**src/rtl/vector_router.sv**
```systemverilog
// Multi-channel vector router: fetches vectors from a 1-cycle-latency buffer, packs them into
// MaxWidth-lane words and hands them round-robin to valid/ready output channels.
module vector_router #(
  parameter int unsigned MaxWidth  = 9,
  parameter int unsigned Depth     = 32,
  parameter int unsigned DataWidth = 8,
  parameter int unsigned NumCh     = 4,
  parameter int unsigned AddrWidth = $clog2(Depth),
  parameter int unsigned LenWidth  = $clog2(MaxWidth + 1),
  parameter int unsigned ChWidth   = $clog2(NumCh + 1)
) (
  input  logic                                clk,
  input  logic                                rst,
  input  logic                                routeEn,
  input  logic [AddrWidth-1:0]                startAddr,
  input  logic [AddrWidth-1:0]                finalAddr,
  input  logic [AddrWidth-1:0]                stride,
  input  logic [LenWidth-1:0]                 vecLen,
  input  logic [ChWidth-1:0]                  numCh,
  input  logic [DataWidth-1:0]                dataIn,
  output logic                                readEn,
  output logic [AddrWidth-1:0]                readAddr,
  output logic [NumCh*MaxWidth*DataWidth-1:0] dataOut,
  output logic [NumCh-1:0]                    outValid,
  input  logic [NumCh-1:0]                    outReady,
  output logic                                busy,
  output logic                                finished,
  output logic [AddrWidth:0]                  vecCount
);

  localparam int unsigned VecBits = MaxWidth * DataWidth;

  typedef enum logic [1:0] {StIdle, StFetch, StDrain, StDeliver} state_e;

  state_e                 state_q, state_d;
  logic [AddrWidth-1:0]   base_q, base_d;
  logic [AddrWidth-1:0]   final_q, final_d;
  logic [AddrWidth-1:0]   stride_q, stride_d;
  logic [LenWidth-1:0]    len_q, len_d;
  logic [ChWidth-1:0]     nch_q, nch_d;
  logic [LenWidth-1:0]    idx_q, idx_d;
  logic                   rd_valid_q, rd_valid_d;
  logic [LenWidth-1:0]    rd_idx_q, rd_idx_d;
  logic [VecBits-1:0]     pack_q, pack_d;
  logic [ChWidth-1:0]     ch_q, ch_d;
  logic                   busy_q, busy_d;
  logic                   fin_q, fin_d;
  logic [AddrWidth:0]     cnt_q, cnt_d;
  logic [VecBits-1:0]     data_q [NumCh];
  logic [VecBits-1:0]     data_d [NumCh];
  logic [NumCh-1:0]       valid_q, valid_d;
  logic [AddrWidth:0]     next_base;
  logic                   ch_free;

  always_comb begin
    state_d    = state_q;
    base_d     = base_q;
    final_d    = final_q;
    stride_d   = stride_q;
    len_d      = len_q;
    nch_d      = nch_q;
    idx_d      = idx_q;
    rd_valid_d = 1'b0;
    rd_idx_d   = idx_q;
    pack_d     = pack_q;
    ch_d       = ch_q;
    busy_d     = busy_q;
    fin_d      = fin_q;
    cnt_d      = cnt_q;
    valid_d    = valid_q;
    data_d     = data_q;
    ch_free    = 1'b0;
    next_base  = {1'b0, base_q} + {1'b0, stride_q};

    // Read data arrives one cycle after the request; write it into the lane it was fetched for.
    if (rd_valid_q) begin
      for (int k = 0; k < MaxWidth; k++) begin
        if (rd_idx_q == LenWidth'(k)) pack_d[k*DataWidth +: DataWidth] = dataIn;
      end
    end

    for (int c = 0; c < NumCh; c++) begin
      if (valid_q[c] && outReady[c]) valid_d[c] = 1'b0;
      if (ch_q == ChWidth'(c)) ch_free = !valid_q[c] || outReady[c];
    end

    unique case (state_q)
      StIdle: begin
        if (routeEn) begin
          base_d   = startAddr;
          final_d  = finalAddr;
          stride_d = stride;
          len_d    = (vecLen == '0) ? LenWidth'(1) :
                     (vecLen > LenWidth'(MaxWidth)) ? LenWidth'(MaxWidth) : vecLen;
          nch_d    = (numCh == '0) ? ChWidth'(1) :
                     (numCh > ChWidth'(NumCh)) ? ChWidth'(NumCh) : numCh;
          idx_d    = '0;
          ch_d     = '0;
          cnt_d    = '0;
          fin_d    = 1'b0;
          busy_d   = 1'b1;
          pack_d   = '0;
          state_d  = StFetch;
        end
      end
      StFetch: begin
        rd_valid_d = 1'b1;
        idx_d      = idx_q + LenWidth'(1);
        if (idx_q == len_q - LenWidth'(1)) begin
          idx_d   = '0;
          state_d = StDrain;
        end
      end
      StDrain: state_d = StDeliver;
      StDeliver: begin
        if (ch_free) begin
          for (int c = 0; c < NumCh; c++) begin
            if (ch_q == ChWidth'(c)) begin
              data_d[c]  = pack_q;
              valid_d[c] = 1'b1;
            end
          end
          cnt_d  = cnt_q + (AddrWidth + 1)'(1);
          ch_d   = (ch_q == nch_q - ChWidth'(1)) ? '0 : ch_q + ChWidth'(1);
          pack_d = '0;
          // Carry out of the address sum means the next vector would start past the buffer.
          if (next_base[AddrWidth] || (next_base[AddrWidth-1:0] > final_q) ||
              (stride_q == '0)) begin
            fin_d   = 1'b1;
            busy_d  = 1'b0;
            state_d = StIdle;
          end else begin
            base_d  = next_base[AddrWidth-1:0];
            state_d = StFetch;
          end
        end
      end
      default: state_d = StIdle;
    endcase
  end

  always_ff @(posedge clk or negedge rst) begin
    if (!rst) begin
      state_q    <= StIdle;
      base_q     <= '0;
      final_q    <= '0;
      stride_q   <= '0;
      len_q      <= '0;
      nch_q      <= '0;
      idx_q      <= '0;
      rd_valid_q <= 1'b0;
      rd_idx_q   <= '0;
      pack_q     <= '0;
      ch_q       <= '0;
      busy_q     <= 1'b0;
      fin_q      <= 1'b0;
      cnt_q      <= '0;
      valid_q    <= '0;
      for (int c = 0; c < NumCh; c++) data_q[c] <= '0;
    end else begin
      state_q    <= state_d;
      base_q     <= base_d;
      final_q    <= final_d;
      stride_q   <= stride_d;
      len_q      <= len_d;
      nch_q      <= nch_d;
      idx_q      <= idx_d;
      rd_valid_q <= rd_valid_d;
      rd_idx_q   <= rd_idx_d;
      pack_q     <= pack_d;
      ch_q       <= ch_d;
      busy_q     <= busy_d;
      fin_q      <= fin_d;
      cnt_q      <= cnt_d;
      valid_q    <= valid_d;
      for (int c = 0; c < NumCh; c++) data_q[c] <= data_d[c];
    end
  end

  always_comb begin
    readEn   = (state_q == StFetch);
    readAddr = readEn ? (base_q + AddrWidth'(idx_q)) : '0;
    dataOut  = '0;
    for (int c = 0; c < NumCh; c++) dataOut[c*VecBits +: VecBits] = data_q[c];
  end

  assign outValid = valid_q;
  assign busy     = busy_q;
  assign finished = fin_q;
  assign vecCount = cnt_q;

endmodule
```
**config.mk**
```make
export PLATFORM = sky130hd
export DESIGN_NAME = vector_router
export DESIGN_NICKNAME = d
export VERILOG_FILES = /design/src/rtl/vector_router.sv
export SDC_FILE = /design/constraint.sdc
export NUM_CORES = 1
export LEC_CHECK = 0
export CORE_MARGIN = 5
export CORE_UTILIZATION = 50
export CTS_CLUSTER_DIAMETER = 40
export DETAILED_ROUTE_END_ITERATION = 10
export PLACE_DENSITY_LB_ADDON = 0.08
export SYNTH_ARGS = -nofsm -noshare
export SYNTH_HDL_FRONTEND = slang
export SYNTH_SLANG_ARGS = --single-unit
```
**constraint.sdc**
```tcl
create_clock -name clk -period 4.04 [get_ports clk]
set_input_delay 1.01 -clock clk [delete_from_list [all_inputs] [get_ports clk]]
set_output_delay 1.01 -clock clk [all_outputs]
set_load 0.05 [all_outputs]
```
Word level (Yosys, flattened, before mapping)

Index checks and enable logic that the tools add are counted.

Logic and storage cells: 142
Register bits after elaboration: 408
Output and inout port bits: 306
Input port bits: 37

Reduce and logical (&&, ||, !) cells: 32
Add/subtract/negate cells: 7
Eq/ne operators: 21
Mux-type cells: 60
Magnitude comparators: 3

Operators with widths:

| operator            | count |
|---|---|
| $mux 72             | 3 |
| $pmux 72 s2         | 1 |
| $mux 8              | 9 |
| $mux 4              | 6 |
| $mux 1              | 20 |
| $mux 5              | 4 |
| $reduce_and 3->1    | 6 |
| $eq 4x3->1 const B  | 4 |
| $mux 3              | 5 |
| $mux 6              | 2 |
| $pmux 6 s2          | 1 |
| $pmux 5 s2          | 1 |
| $eq 4x2->1 const B  | 2 |
| $logic_not 4->1     | 2 |
| $ne 2x2->1 const B  | 4 |
| $pmux 2 s4          | 1 |
| $pmux 4 s2          | 1 |
| $reduce_and 4->1    | 2 |
| $add 5x5->6         | 1 |
| $add 6x1->6 const B | 1 |
| $eq 3x2->1 const B  | 2 |
| $logic_not 3->1     | 2 |
| $logic_or 1x1->1    | 6 |
| $mux 2              | 3 |
| 24 further kinds    | 34 |

Depth between registers and ports, before layout

Depth after elaboration: 8
Gate-level depth with buffers: 14
Mapped depth without buffers: 14

Worst setup path after synthesis

Ideal clock, no wire load.

Path kind: reg2out
Start point: register idx_q[0]
End point: output port readAddr[4]
Required time: 3.030 ns
Arrival: 1.908 ns
Slack: 1.122 ns
Cell stages (with the launch flop): 7
Cell sequence: dfrtp_1 -> ha_1 -> fa_1 -> a21o_1 -> a21oi_1 -> xnor2_1 -> and2_1

Cells in the longest elaborated chain, start to end: 2

Ends and longest elaborated chain:

| what                   | RTL line | source |
|---|---|---|
| start, declared        | 41       | `logic [LenWidth-1:0] idx_q, idx_d;` |
| start signal, assigned | 167      | `idx_q <= idx_d;` |
| $add 5x4->5            | 182      | `readAddr = readEn ? (base_q + AddrWidth'(idx_q)) : '0;` |
| $mux 5                 | 182      |  |
| end, declared          | 22       | `output logic [AddrWidth-1:0] readAddr,` |

No other way between the ends.

Worst setup path in the final report

Start point: register idx_q[0]
End point: output port readAddr[2]

Same word-level chain as after synthesis.

==> results.sh <==
export IMPL_status="completed"
export IMPL_initialDrtViolationCount=384
export IMPL_yosysWarningCount=0
export IMPL_io_buffers=342
export IMPL_cts_max_path_buffers=3
export IMPL_tns_ns=0
export IMPL_cp_start_kind="flop"
export IMPL_hold_class="primary input to asynchronous set/reset pin"
export IMPL_synth_nets=1189
export IMPL_async_flop_share=1.00
export IMPL_seq_area_sq_um=10200
export IMPL_fin_crit_ns=3.85
export IMPL_maxSlewViolCount=0
export IMPL_synth_area_leaders="dfrtp_1, mux2_4, mux2_2"
export IMPL_syn_area_sq_um=17100
export IMPL_relSlewSlack=0.394
export IMPL_dieArea_sq_um=38000
export IMPL_grtUsageTotal=0.220
export IMPL_crit_path_end_kind="output port"
export IMPL_grt_pass1_wl_microns=66700
export IMPL_grt_overflow_total=0
export IMPL_cts_sinks=408
export IMPL_yosysSeqAreaShare=0.597
export IMPL_cts_resized=1
export IMPL_place_hpwl_microns=29200
export IMPL_cts_root_buf="clkbuf_16"
export IMPL_vias=10300
export IMPL_leakage_nw=11.3
export IMPL_wl_per_cell_microns=21.6
export IMPL_peakVddDrop_uv=538
export IMPL_holdBufCountCts=0
export IMPL_initial_core_util=0.509
export IMPL_syn_to_final_growth_pct=33.2
export IMPL_viasPerCell=5.22
export IMPL_tightestPinTransition_ns=0.905
export IMPL_cts_tree="done"
export IMPL_cts_inserted_buffers=52
export IMPL_maxCapViolCount=0
export IMPL_clock_latency_ns=0.55
export IMPL_crit_arrival_ns=2.84
export IMPL_final_cell_mix="dfrtp_1, clkdlybuf4s50_1, mux2_2"
export IMPL_rows=67
export IMPL_max_freq_ghz=0.260
export IMPL_ys_ff_latch=408
export IMPL_fillers=2421
export IMPL_htreeDepth=2
export IMPL_clkTransAtPathRegs_ns=0.05
export IMPL_antenna_left=0
export IMPL_synthFlopType="dfrtp_1"
export IMPL_drt_total_wl_microns=42500
export IMPL_yosysTopAreaCell="dfrtp_1"
export IMPL_crit_type="flop to output port"
export IMPL_min_period_over_period=0.952
export IMPL_drive_gt1_frac=0.285
export IMPL_core_area_sq_um=33600
export IMPL_place_congestion=0.827
export IMPL_setup_viol_count_final=0
export IMPL_finClkSkew_ns=0.0122
export IMPL_avgSynthCellArea_sq_um=15.2
export IMPL_dr_pass1_iters=4
export IMPL_grt_max_degree=90
export IMPL_antenna_found_initial=0
export IMPL_layout_commonest_cell="dfrtp_1"
export IMPL_diodes=0
export IMPL_worstPathMaxFanout=7
export IMPL_rsz0062_at_grt="false"
export IMPL_post_cts_buffers=0
export IMPL_netlist_instances=1124
export IMPL_synthDistinctLibCells=53
export IMPL_p_total_w=0.0142
export IMPL_power_density_nw_per_um2=625
export IMPL_drcViolationCount=0
export IMPL_ioPinCount=343
export IMPL_die_h_microns=195
export IMPL_yosys_area_top_type_share=0.597
export IMPL_required_ns=3.03
export IMPL_fin_nets=1547
export IMPL_first_global_vias=11000
export IMPL_multiInputGateArea_sq_um=6440
export IMPL_die_w_microns=195
export IMPL_synth_edff_count=0
export IMPL_finalHoldViolCount=0
==> through the flow <==
| stage | hold slack, ns | worst slack, ns | std cells | utilization | instance area, sq um |
|---|---|---|---|---|---|
| 2_1_floorplan | 0.450 | 1.12 | 1124 | - | 17100 |
| 3_3_place_gp | 0.468 | 0.511 | 1876 | 0.624 | 21000 |
| 3_5_place_dp | 0.472 | 0.502 | 1876 | 0.624 | 21000 |
| 4_1_cts | 0.485 | 0.172 | 1971 | 0.677 | 22800 |
| 5_1_grt | 0.498 | 0.0757 | 1971 | 0.677 | 22800 |
| 6_report | 0.457 | 0.193 | 1971 | 0.677 | 22800 |
==> path summary, 6_finish.rpt <==
check,startpoint,slack (ns),cells after the start,endpoint
setup / recovery,idx_q[0],0.19,5,readAddr[2]
hold / removal,rst,0.46,1,dataOut[172]
setup reg to reg,stride_q[0],0.80,14,base_q[0]
hold reg to reg,nch_q[1],0.48,2,nch_q[1]
max in group asynchronous,rst,2.60,2,pack_q[11]
min in group clk,nch_q[1],0.48,2,nch_q[1]
==> state kept, by name (all words and copies together) (netlist names) <==
name	cells
finished	1
vecCount	6
final_q	5
rd_idx_q	4
outValid	4
nch_q	3
rd_valid_q	1
stride_q	5
base_q	5
len_q	4
pack_q	72
busy	1
idx_q	4
state_q	2
ch_q	3
dataOut	288
==> power breakdown <==
part           switching, W  total, W  internal, W  leakage, nW
logic               0.00275   0.00452      0.00177         4.80
clock network       0.00179   0.00470      0.00291        0.870
registers          0.000450   0.00502      0.00457         5.63
total               0.00499    0.0142      0.00926         11.3
==> kinds of logic (layout without fill, tap and decap cells) <==
family,after synthesis,count (layout),synth area share
and+or+nand+nor,158,158,0.0455
AOI/OAI and AO/OA,51,51,0.0214
DFF,408,408,0.597
buffers and inverters,78,477,0.0280
xor gates and xnor gates,17,17,0.00871
adders and majority gates,28,28,0.0214
muxes,384,384,0.278
==> worst max-delay path, cell delays in order, from the launching register on <==
cell,delay (ns)
dfrtp_1,0.46
ha_1,0.25
fa_1,0.41
xor2_1,0.21
and2_1,0.16
clkdlybuf4s50_1,0.80
==> Yosys cell counts, types with 2 or more instances <==
cell type and instances:
a211oi_1 3, a21o_1 6, a21oi_1 11, and2_1 5
and3_1 2, buf_1 14, buf_12 7, buf_2 16
buf_6 7, clkbuf_1 11, dfrtp_1 408, fa_1 2
ha_1 26, inv_1 23, mux2_2 171, mux2_4 138
mux2i_1 75, nand2_1 22, nand2_8 2, nand2b_1 8
nand3_1 10, nand3b_1 3, nand4_1 2, nor2_1 80
nor2_2 2, nor2b_1 3, nor3_1 3, nor3b_1 3
o21ai_0 16, o31ai_1 4, or2_2 2, or3_1 3
xnor2_1 12, xor2_1 5
==> cell type report <==
| class | instances | share of cell area |
|---|---|---|
| multi-input cells | 638 | 0.283 |
| repair buffers | 359 | 0.162 |
| well taps | 448 | 0.0246 |
| inverters | 23 | 0.00379 |
| flip-flops and latches | 408 | 0.448 |
| clock inverters | 27 | 0.0142 |
| clock buffers | 68 | 0.0647 |
==> per-layer routing <==
metal / part of all wire / up-vias / track usage
met1: 0.43 / 5288 / 0.296
met5: 0 / - / 0
met2: 0.48 / 284 / 0.363
met3: 0.061 / 77 / 0.0530
li1: - / 4646 / -
met4: 0.025 / 0 / 0.0592
Power figures use the tool's default switching activity.
